## src/rtl/circuit_evaluator.sv

```systemverilog
// circuit_evaluator: sweeps every input vector of an unclocked circuit under test,
// settles, samples its synchronized output and accumulates fitness results.
module circuit_evaluator #(
    parameter int IN_WIDTH      = 2,
    parameter int SETTLE_CYCLES = 16,
    parameter int SAMPLE_CYCLES = 64,
    localparam int NV = 1 << IN_WIDTH,
    localparam int SW = $clog2(NV * SAMPLE_CYCLES + 1)
) (
    input  logic                clk,
    input  logic                reset,
    input  logic                start,
    input  logic [NV-1:0]       expected,
    output logic [IN_WIDTH-1:0] dut_in,
    input  logic                dut_out,
    output logic                busy,
    output logic                done,
    output logic [SW-1:0]       score,
    output logic [NV-1:0]       mismatch_mask,
    output logic [NV-1:0]       osc_mask,
    output logic [15:0]         transitions
);
    localparam int MAXC = (SETTLE_CYCLES > SAMPLE_CYCLES) ? SETTLE_CYCLES : SAMPLE_CYCLES;
    localparam int CW   = $clog2(MAXC);
    localparam logic [CW-1:0] SETTLE_LAST = CW'(SETTLE_CYCLES - 1);
    localparam logic [CW-1:0] SAMPLE_LAST = CW'(SAMPLE_CYCLES - 1);

    typedef enum logic [1:0] {IDLE, SETTLE, SAMPLE, DONE} state_t;

    state_t              state, nxt;
    logic [CW-1:0]       cnt;
    logic [IN_WIDTH-1:0] v;
    logic [NV-1:0]       exp_q;
    logic                sync1, s, s_prev;
    logic                capture;

    always_ff @(posedge clk) begin
        if (reset) state <= IDLE;
        else       state <= nxt;
    end

    always_comb begin
        nxt     = state;
        capture = 1'b0;
        case (state)
            IDLE:    if (start) begin
                         nxt     = SETTLE;
                         capture = 1'b1;
                     end
            SETTLE:  if (cnt == SETTLE_LAST) nxt = SAMPLE;
            SAMPLE:  if (cnt == SAMPLE_LAST) nxt = (v == '1) ? DONE : SETTLE;
            DONE:    nxt = IDLE;
            default: nxt = IDLE;
        endcase
    end

    assign busy   = (state == SETTLE) || (state == SAMPLE);
    assign done   = (state == DONE);
    assign dut_in = v;

    always_ff @(posedge clk) begin
        if (reset) begin
            sync1         <= 1'b0;
            s             <= 1'b0;
            s_prev        <= 1'b0;
            cnt           <= '0;
            v             <= '0;
            exp_q         <= '0;
            score         <= '0;
            mismatch_mask <= '0;
            osc_mask      <= '0;
            transitions   <= '0;
        end else begin
            sync1  <= dut_out;
            s      <= sync1;
            s_prev <= s;
            // cnt restarts on every phase change so each window counts from 0
            cnt <= (busy && nxt == state) ? cnt + CW'(1) : '0;
            if (capture) begin
                exp_q         <= expected;
                score         <= '0;
                mismatch_mask <= '0;
                osc_mask      <= '0;
                transitions   <= '0;
                v             <= '0;
            end
            if (state == SAMPLE) begin
                if (s == exp_q[v]) score <= score + SW'(1);
                else               mismatch_mask[v] <= 1'b1;
                if (cnt != '0 && s != s_prev) begin
                    osc_mask[v] <= 1'b1;
                    if (transitions != 16'hFFFF) transitions <= transitions + 16'd1;
                end
                // wraps to 0 after the last vector, so dut_in returns to 0 in DONE
                if (cnt == SAMPLE_LAST) v <= v + IN_WIDTH'(1);
            end
        end
    end
endmodule

```

## config.mk

```make
export PLATFORM = sky130hd
export DESIGN_NAME = circuit_evaluator
export DESIGN_NICKNAME = d
export VERILOG_FILES = /design/src/rtl/circuit_evaluator.sv
export SDC_FILE = /design/constraint.sdc
export NUM_CORES = 1
export LEC_CHECK = 0
export ABC_AREA = 1
export CAP_MARGIN = 20
export CORE_ASPECT_RATIO = 0.5
export CORE_MARGIN = 5
export CORE_UTILIZATION = 45
export DETAILED_ROUTE_END_ITERATION = 10
export MAX_ROUTING_LAYER = met4
export PLACE_DENSITY = 0.72
export SYNTH_ARGS = -nofsm -noshare
export SYNTH_HDL_FRONTEND = slang
export SYNTH_SLANG_ARGS = --single-unit
```

## constraint.sdc

```tcl
create_clock -name clk -period 1.6 [get_ports clk]
set_input_delay 0.32 -clock clk [delete_from_list [all_inputs] [get_ports clk]]
set_output_delay 0.32 -clock clk [all_outputs]
set_load 0.05 [all_outputs]
```

# ---- Yosys cells after proc, flatten, opt, wreduce, memory -nomap -nowiden
# Index checks and enable logic that the tools add are counted.
dict set report word_totals {
  regBits 50
  latchBits 0
  ram_bits 0
  rom_bits 0
  in_bits 8
  out_inout_bits 37
  wordCells 66
  memories 0
}
dict set report op_classes {
  add_sub_neg 4
  n_mul 0
  div_mod_pow 0
  magnitude_cmp 2
  eq_ne 10
  shifts 0
  n_mux 29
  n_bitwise 3
  reduce_logical 7
}
# cell count
set op_table {}
lappend op_table {{2-to-1 mux 16 bit} 4}
lappend op_table {{2-to-1 mux 4 bit} 8}
lappend op_table {{2-to-1 mux 9 bit} 3}
lappend op_table {{adder 16 x 1 -> 16 bit, second input constant} 1}
lappend op_table {{inequality test 16 bit, second input constant} 1}
lappend op_table {{2-to-1 mux 2 bit} 7}
lappend op_table {{adder 9 x 1 -> 9 bit, second input constant} 1}
lappend op_table {{bitwise OR 4 bit} 2}
lappend op_table {{case mux 2 bit (4 select lines)} 1}
lappend op_table {{adder 6 x 1 -> 6 bit, second input constant} 1}
lappend op_table {{equality test 2 bit, second input constant} 3}
lappend op_table {{equality test 6 x 4 -> 1 bit, second input constant} 1}
lappend op_table {{equality test 6 bit, second input constant} 1}
lappend op_table {{nonzero test 6 bit} 1}
lappend op_table {{2-to-1 mux 1 bit} 4}
lappend op_table {{logical AND 1 bit} 3}
lappend op_table {{less-than comparator 2 x 3 -> 1 bit, second input constant} 1}
lappend op_table {{adder 2 x 1 -> 2 bit, second input constant} 1}
lappend op_table {{binary-select mux 1 bit (select 2 bit)} 1}
lappend op_table {{demux 1 bit (select 2 bit)} 1}
lappend op_table {{equality test 2 x 1 -> 1 bit, second input constant} 1}
lappend op_table {{equality test 2 bit} 1}
lappend op_table {{greater-or-equal comparator 2 x 1 -> 1 bit, second input constant} 1}
lappend op_table {{zero test 2 bit} 1}
lappend op_table {{5 further kinds} 5}

# ---- Logic depth before layout (Yosys ltp)
# Gate-level depths: netlist of the first run.
dict set report depth {
  ltp_word 8
  mapped_depth 12
  depth_no_buf 12
}

# ---- Worst setup path before layout of the first run
# Ideal clock, no wire load.
dict set report synth_timing {
  path_kind {reg2reg}
  from {reg transitions[0]}
  to {reg transitions[5]}
  setup_ns 0.116
  arrival_ns 1.887
  required_ns 1.484
  path_slack_ns -0.403
  stages_incl_launch_ff 13
  path_buffers 0
  period_less_slack_ns 2.003
  path_cell_list {dfxtp_1 > ha_1 > nand2_2 > nor2_4 > nand2_4 > nor2_8 > nand3_4 > nand2_4 > nand2_2 > nand2_4 > inv_1 > nand2_1 > a21oi_2}
}
dict set report synth_between {
  elab_chain_cells 4
  elab_cells_between_ends 5
  classes_between {add/sub (1); eq/ne (1); mux (3)}
}
# element line_no
set synth_lines {}
lappend synth_lines {{start: declaration} 21} ;# output logic [15:0] transitions
lappend synth_lines {{start signal: assignment} 92} ;# if (transitions != 16'hFFFF) transitions <= transitions + 16'd1;
lappend synth_lines {{adder 16 x 1 -> 16 bit or inequality test 16 bit (tied branches)} 92}
lappend synth_lines {{2-to-1 mux 16 bit *} 92}
lappend synth_lines {{2-to-1 mux 16 bit *} 90} ;# if (cnt != '0 && s != s_prev) begin
lappend synth_lines {{2-to-1 mux 16 bit *} 87} ;# if (state == SAMPLE) begin
# Mark *: on every way between the ends. The rest lies on a longest branch, timed or not.
# A chain may end at the register's enable or synchronous reset.

# ---- Final worst setup path of the first run
dict set report layout_timing {
  from {reg transitions[1]}
  to {reg transitions[2]}
}
# The elaborated chain is that of the path after synthesis.

==> metrics.log, run 1 <==
[metrics] result of the run: completed
[metrics] crit path max-delay cell type: dfxtp_4
[metrics] hold bufs inserted after CTS: 0
[metrics] unrepaired setup endpoints after global routing: true
[metrics] TritonCTS sink count: 50
[metrics] fin nets: 494
[metrics] PnR worst setup slack: 0.0157 ns
[metrics] count of buffering cells on the critical path with inverters included: 2
[metrics] DP Cell Count: 532
[metrics] number of synthesized flops with an enable pin: 0
[metrics] vias in the first global route: 2,756
[metrics] worst slew pin tran: 0.439 ns
[metrics] Final period util: 0.990
[metrics] most used standard cell by instance count after synthesis: nand2_1
[metrics] die extent in x: 120 µm
[metrics] average routed wire per standard cell: 13.8 µm
[metrics] Syn Inst Count: 377
[metrics] smallest hold slack: 0.400 ns
[metrics] core occupancy in the finished layout: 0.721
[metrics] pre-CTS setup slack: -0.0710 ns
[metrics] Iter 0 DRT Violations: 183
[metrics] worst skew pair latency: 0.29 ns
[metrics] setup-violating endpoint count in the final report: 0
[metrics] Slew headroom: 0.707
[metrics] maximum clock skew at final layout: 0.00474 ns
[metrics] critical path fanouts, max: 4
[metrics] area of the multi-input gates: 1730 µm²
[metrics] Ant. Diodes: 0
[metrics] primary flip-flop cell chosen by synthesis mapping: dfxtp_1
[metrics] Post-Layout Cell Count: 551
[metrics] initial core utilization: 0.458
[metrics] max frequency: 631 MHz
[metrics] site row count: 20
[metrics] shortest period the worst path allows: 1.58 ns
[metrics] drt first pass iters: 4
[metrics] largest stage delay on the critical path: 0.36 ns
[metrics] Syn-to-layout area delta: 57.7%
[metrics] type of the worst min-delay path: reg -> reg
[metrics] most area-consuming cells after synthesis: dfxtp_1 (37%), nand2_1 (8.2%), nand3_1 (7.3%)
[metrics] Core Box Area: 5980 µm²
[metrics] startpoint types: register
[metrics] library cell used as clock root buffer: clkbuf_16
[metrics] TritonCTS clock tree: done
[metrics] sequential fraction of the synthesis area: 0.366
[metrics] wire length of the first global-routing pass: 12.2 mm
[metrics] Die Ht: 65.1 µm
[metrics] mean post-synth cell area: 7.26 µm²
[metrics] clock buffers created by TritonCTS: 5
[metrics] Max VDD drop: 0.557 mV
[metrics] H-tree lvl count: 2
[metrics] boundary pin count: 45
[metrics] Top Family by Delay on Critical Path: simple AND/OR/NAND/NOR gates
[metrics] DRC violation count after routing: 0
[metrics] Total Wirelength: 7.59 mm
[metrics] Die Footprint: 7840 µm²
[metrics] Filler Cell Count: 440
[metrics] ratio of cells with drive above 1 in the final layout: 0.397
[metrics] gp weighted congestion: 0.892
[metrics] share of synthesized flip-flops with an asynchronous set or reset: 0
[metrics] final antenna-violating net count: 0
[metrics] final slew viol count: 0
[metrics] share of the synthesized area in the top cell type: 0.366
[metrics] number of synthesized register bits: 50
[metrics] syn_nets: 398
[metrics] endpoints failing hold: 0
[metrics] average vias per placed instance: 5.05
[metrics] Static Leak: 1.76 nW
[metrics] clock-pin slew on the worst setup and hold paths: 0.07 ns
[metrics] pin count of the biggest net entering global routing: 27
[metrics] Worst Path Arrival: 1.80 ns
[metrics] register cell area after layout: 1030 µm²
[metrics] placed wire-length estimate: 5.38 mm
[metrics] count of port buffers added during placement: 44
[metrics] area of the mapped netlist: 2740 µm²
[metrics] maximum root-to-sink buffer count: 2
[metrics] initial antenna violation count: 0
[metrics] cells traversed along the worst timing path: ha_4, nand2_4, nor2_4, nand2_4, nor2_8, nand3_4, buf_4, nand2_8, nor2_4, buf_4, nor3b_2
[metrics] warning count from the yosys run: 0
[metrics] Design Power: 2.84 mW
[metrics] Worst setup EP type: register
[metrics] largest area contributor in the netlist: dfxtp_1
[metrics] GRT overflow: 0
[metrics] Netlist cell types: 34
[metrics] most frequent cells after synthesis: nand2_1 (60), dfxtp_1 (50), inv_1 (50), nor2_1 (43), nand3_1 (40)
[metrics] vias post-DR: 2,784
[metrics] startpoint-to-endpoint class of the critical path: reg -> reg
[metrics] Data required, critical path: 1.82 ns
[metrics] max-cap check violation count: 0
[metrics] power density over cell area: 658 nW/µm²
[metrics] GRT Total Usage: 0.195
==> flip-flops by register name, indices dropped and copies added, names as in the netlist <==
signal         cells
s_prev             1
dut_in             2
sync1              1
cnt                6
state              2
transitions       16
exp_q              4
osc_mask           4
mismatch_mask      4
score              9
s                  1
==> kinds of logic after synthesis <==
group,count (synthesis),share of synthesized area
AND/OR/NAND/NOR,179,0.331
flip-flops,50,0.366
AO/OA/AOI/OAI,63,0.124
adder cells (fa/ha/maj),13,0.0594
buffers and inverters,63,0.0910
XOR/XNOR,9,0.0288
==> path summary, 6_finish.rpt <==
path / slack, ns / from / cells after the start / to
worst min-delay path: 0.40 / sync1 / 2 / s
worst min register to register: 0.40 / sync1 / 2 / s
worst max-delay path: 0.02 / transitions[1] / 11 / transitions[2]
worst max register to register: 0.02 / transitions[1] / 11 / transitions[2]
==> stage by stage <==
step / setup TNS, ns / cell area (µm²)
floorplan: -0.266 / 2790
global placement: -0.0653 / 3780
detailed placement: -0.646 / 3780
CTS: 0 / 4060
global route: -0.441 / 4310
finish: 0 / 4310
==> what timing repair did <==
item | CTS | global route
setup endpoints to repair | 17 | 30
pin swaps | 4 | 12
cloned | 0 | 2
gates resized for setup | 17 | 49
setup buffers | 4 | 5
==> per-layer routing <==
metal / share of wire / global-route usage / vias up
met4: 0.010 / 0.0579 / 0
met3: 0.037 / 0.0353 / 8
li1: - / - / 1412
met2: 0.52 / 0.356 / 48
met1: 0.44 / 0.223 / 1316
met5: 0 / - / -
==> cells in the final DEF (no fill, tap or decap), types with 7 or more instances in the layout <==
| cell | n |
|---|---|
| nor2_1 | 35 |
| ha_1 | 9 |
| a21oi_1 | 26 |
| nand2_2 | 8 |
| o21ai_0 | 20 |
| buf_12 | 22 |
| nand2_1 | 53 |
| dfxtp_1 | 31 |
| clkdlybuf4s50_1 | 7 |
| inv_1 | 44 |
| nand3_1 | 36 |
| nor2_2 | 7 |
| dfxtp_2 | 15 |
| buf_4 | 64 |
| inv_2 | 9 |
| clkbuf_16 | 8 |
==> cell type report <==
type / instances / area share
tap: 77 / 0.0223
timing repair buffer: 98 / 0.247
inverter: 53 / 0.0461
clock buffer: 8 / 0.0438
multi-input combinational: 265 / 0.401
sequential: 50 / 0.240
==> power breakdown <==
part	total [mW]	internal (mW)	switching, mW
Combinational	0.278	0.120	0.158
Sequential	1.26	1.25	0.00968
Clock	1.30	0.813	0.485
==> tightest hold or removal path: stages, from the launching register on <==
cell	delay, ns
dfxtp_1	0.30
inv_1	0.04
nor2_1	0.03
Note: power is estimated with default switching activity, not from simulation.
==> run 2: changes to the inputs <==
PLACE_DENSITY = 0.8   (was 0.72)
==> metrics.log, run 2 (synthesized netlist as in run 1, its figures left out) <==
[metrics] max frequency: 630 MHz (was 631 MHz)
[metrics] vias post-DR: 2,746 (was 2,784)
[metrics] Reg power frac: 0.497 (was 0.445)
[metrics] Top Family by Delay on Critical Path: simple AND/OR/NAND/NOR gates (unchanged)
[metrics] ratio of cells with drive above 1 in the final layout: 0.360 (was 0.397)
[metrics] result of the run: completed (unchanged)
[metrics] Ant. Diodes: 0 (unchanged)
[metrics] vias in the first global route: 2,349 (was 2,756)
[metrics] Die Footprint: 7840 µm² (unchanged)
[metrics] DP Cell Count: 525 (was 532)
[metrics] Core Box Area: 5980 µm² (unchanged)
[metrics] max-cap check violation count: 0 (unchanged)
[metrics] library cell used as clock root buffer: clkbuf_16 (unchanged)
[metrics] average vias per placed instance: 5.10 (was 5.05)
[metrics] TritonCTS sink count: 50 (unchanged)
[metrics] type of the worst min-delay path: reg -> reg (unchanged)
[metrics] commonest non-fill, non-tap cell in the layout: buf_4 (unchanged)
[metrics] Worst Path Arrival: 1.77 ns (was 1.80 ns)
[metrics] TritonCTS clock tree: done (unchanged)
[metrics] Gate power share: 0.103 (was 0.098)
[metrics] Placement Cell Area: 3680 µm² (was 3780 µm²)
[metrics] worst skew pair latency: 0.29 ns (about the same)
[metrics] top flop regs: transitions (16), score (9), cnt (6) (unchanged)
[metrics] hold bufs inserted after CTS: 0 (unchanged)
[metrics] clock-pin slew on the worst setup and hold paths: 0.07 ns (about the same)
[metrics] placed wire-length estimate: 4.92 mm (was 5.38 mm)
[metrics] part of the power in the clock network: 0.400 (was 0.457)
[metrics] site row count: 20 (unchanged)
[metrics] pre-CTS setup slack: -0.0718 ns (was -0.0710 ns)
[metrics] cells traversed along the worst timing path: inv_2, ha_4, nand3_2, nand2_2, nor2_4, nand2_8, nor2_2, nand2_1, nor2_1, nor2_1 (was ha_4, nand2_4, nor2_4, nand2_4, nor2_8, nand3_4, buf_4, nand2_8, nor2_4, buf_4, nor3b_2)
[metrics] register bank with the most flops: transitions (unchanged)
[metrics] NetSw: 0.606 mW (was 0.653 mW)
[metrics] final slew viol count: 0 (unchanged)
[metrics] endpoints failing hold: 0 (unchanged)
[metrics] DRC violation count after routing: 0 (unchanged)
[metrics] GRT overflow: 0 (unchanged)
[metrics] initial antenna violation count: 0 (unchanged)
[metrics] internal power: 1.95 mW (was 2.19 mW)
[metrics] startpoint types: register (unchanged)
[metrics] Non-Filler Cell Area, Final: 4020 µm² (was 4310 µm²)
[metrics] boundary pin count: 45 (unchanged)
[metrics] gp weighted congestion: 0.894 (was 0.892)
[metrics] Max VDD drop: 0.426 mV (was 0.557 mV)
[metrics] clock buffers created by TritonCTS: 5 (unchanged)
[metrics] count of port buffers added during placement: 44 (unchanged)
[metrics] GRT Total Usage: 0.172 (was 0.195)
[metrics] Design Power: 2.55 mW (was 2.84 mW)
[metrics] Worst setup EP type: register (unchanged)
[metrics] drt first pass iters: 5 (was 4)
[metrics] net switching share of the total power: 0.237 (was 0.230)
[metrics] H-tree lvl count: 2 (unchanged)
[metrics] worst slew pin tran: 0.490 ns (was 0.439 ns)
[metrics] final antenna-violating net count: 0 (unchanged)
[metrics] final setup TNS: 0 ns (unchanged)
[metrics] Static Leak: 1.63 nW (was 1.76 nW)
[metrics] initial core utilization: 0.458 (unchanged)
[metrics] average routed wire per standard cell: 13.0 µm (was 13.8 µm)
[metrics] Iter 0 DRT Violations: 203 (was 183)
[metrics] number of flip-flops under the largest register name: 16 (unchanged)
[metrics] Slew headroom: 0.673 (was 0.707)
[metrics] count of buffering cells on the critical path with inverters included: 1 (was 2)
[metrics] pin count of the biggest net entering global routing: 27 (unchanged)
[metrics] PnR worst setup slack: 0.0134 ns (was 0.0157 ns)
[metrics] unrepaired setup endpoints after global routing: true (unchanged)
[metrics] setup-violating endpoint count in the final report: 0 (unchanged)
[metrics] Syn-to-layout area delta: 46.9% (was 57.7%)
[metrics] maximum root-to-sink buffer count: 2 (unchanged)
[metrics] commonest cells after routing, fill and taps aside: buf_4 (57), nand2_1 (56), inv_1 (42) (was buf_4 (64), nand2_1 (53), inv_1 (44))
[metrics] largest stage delay on the critical path: 0.35 ns (was 0.36 ns)
[metrics] Final period util: 0.992 (was 0.990)
[metrics] Total Wirelength: 6.98 mm (was 7.59 mm)
[metrics] power density over cell area: 635 nW/µm² (was 658 nW/µm²)
[metrics] fin nets: 481 (was 494)
[metrics] maximum clock skew at final layout: 0.00600 ns (was 0.00474 ns)
[metrics] Data required, critical path: 1.79 ns (was 1.82 ns)
[metrics] shortest period the worst path allows: 1.59 ns (was 1.58 ns)
[metrics] critical path fanouts, max: 8 (was 4)
[metrics] wire length of the first global-routing pass: 10.7 mm (was 12.2 mm)
[metrics] Post-Layout Cell Count: 538 (was 551)
[metrics] startpoint-to-endpoint class of the critical path: reg -> reg (unchanged)
[metrics] die extent in x: 120 µm (unchanged)
[metrics] CP most frequent cell: nor2_1
[metrics] Die Ht: 65.1 µm (unchanged)
[metrics] crit path max-delay cell type: dfxtp_2 (was dfxtp_4)
==> run 2: cell types whose count changed in the layout (fill, tap and decap cells not counted), sizes merged <==
cell | previous run | this run
clkbuf | 9 | 6
buf | 90 | 78
clkinv | 0 | 2
==> run 2: worst register-to-register path: stages (launching register included) <==
cell and delay (ns):
dfxtp_2 0.35, inv_2 0.05, ha_4 0.15, nand3_2 0.07
nand2_2 0.08, nor2_4 0.25, nand2_8 0.15, nor2_2 0.16
nand2_1 0.10, nor2_1 0.10, nor2_1 0.04
==> run 2: power by group through the flow <==
stage | Clock (mW) | Combinational, mW | Sequential [mW]
floorplan | 0 | 0.126 | 1.29
global placement | 0 | 0.221 | 1.29
detailed placement | 0 | 0.223 | 1.29
CTS | 1.03 | 0.236 | 1.27
global route | 1.10 | 0.285 | 1.27
finish | 1.02 | 0.263 | 1.27
==> run 2: final timing paths <==
kind / startpoint / endpoint / slack (ns) / cells after the start
worst max register to register: cnt[0] / transitions[7] / 0.01 / 10
worst min-delay path: sync1 / s / 0.40 / 2
worst max-delay path: cnt[0] / transitions[7] / 0.01 / 10
worst min register to register: sync1 / s / 0.40 / 2
==> run 2: cell type report <==
cell class / count / area [µm²]
sequential: 50 / 1030
clock buffer: 6 / 129
multi-input combinational: 265 / 1660
timing repair buffer: 85 / 892
clock inverter: 2 / 10.0
inverter: 53 / 204
fill: 469 / 1960
tap: 77 / 96.3
==> run 2: repair_timing <==
action,in CTS,in global routing
gates cloned,1,0
gates resized for setup,8,40
setup endpoints to repair,13,31
setup buffers,1,3
pin swaps,3,13
==> run 2: through the flow <==
step	hold WS, ns	utilization
after floorplan	0.388	-
after global placement	0.397	0.615
after detailed placement	0.393	0.615
after CTS	0.401	0.646
after global routing	0.421	0.672
final	0.397	0.672
==> run 2: routing by layer <==
| metal | up-vias | GRT usage | wire length, µm |
|---|---|---|---|
| met2 | 58 | 0.307 | 3540 |
| li1 | 1383 | - | - |
| met5 | - | - | 0 |
| met3 | 9 | 0.0370 | 269 |
| met1 | 1296 | 0.197 | 3080 |
| met4 | 0 | 0.0537 | 89 |
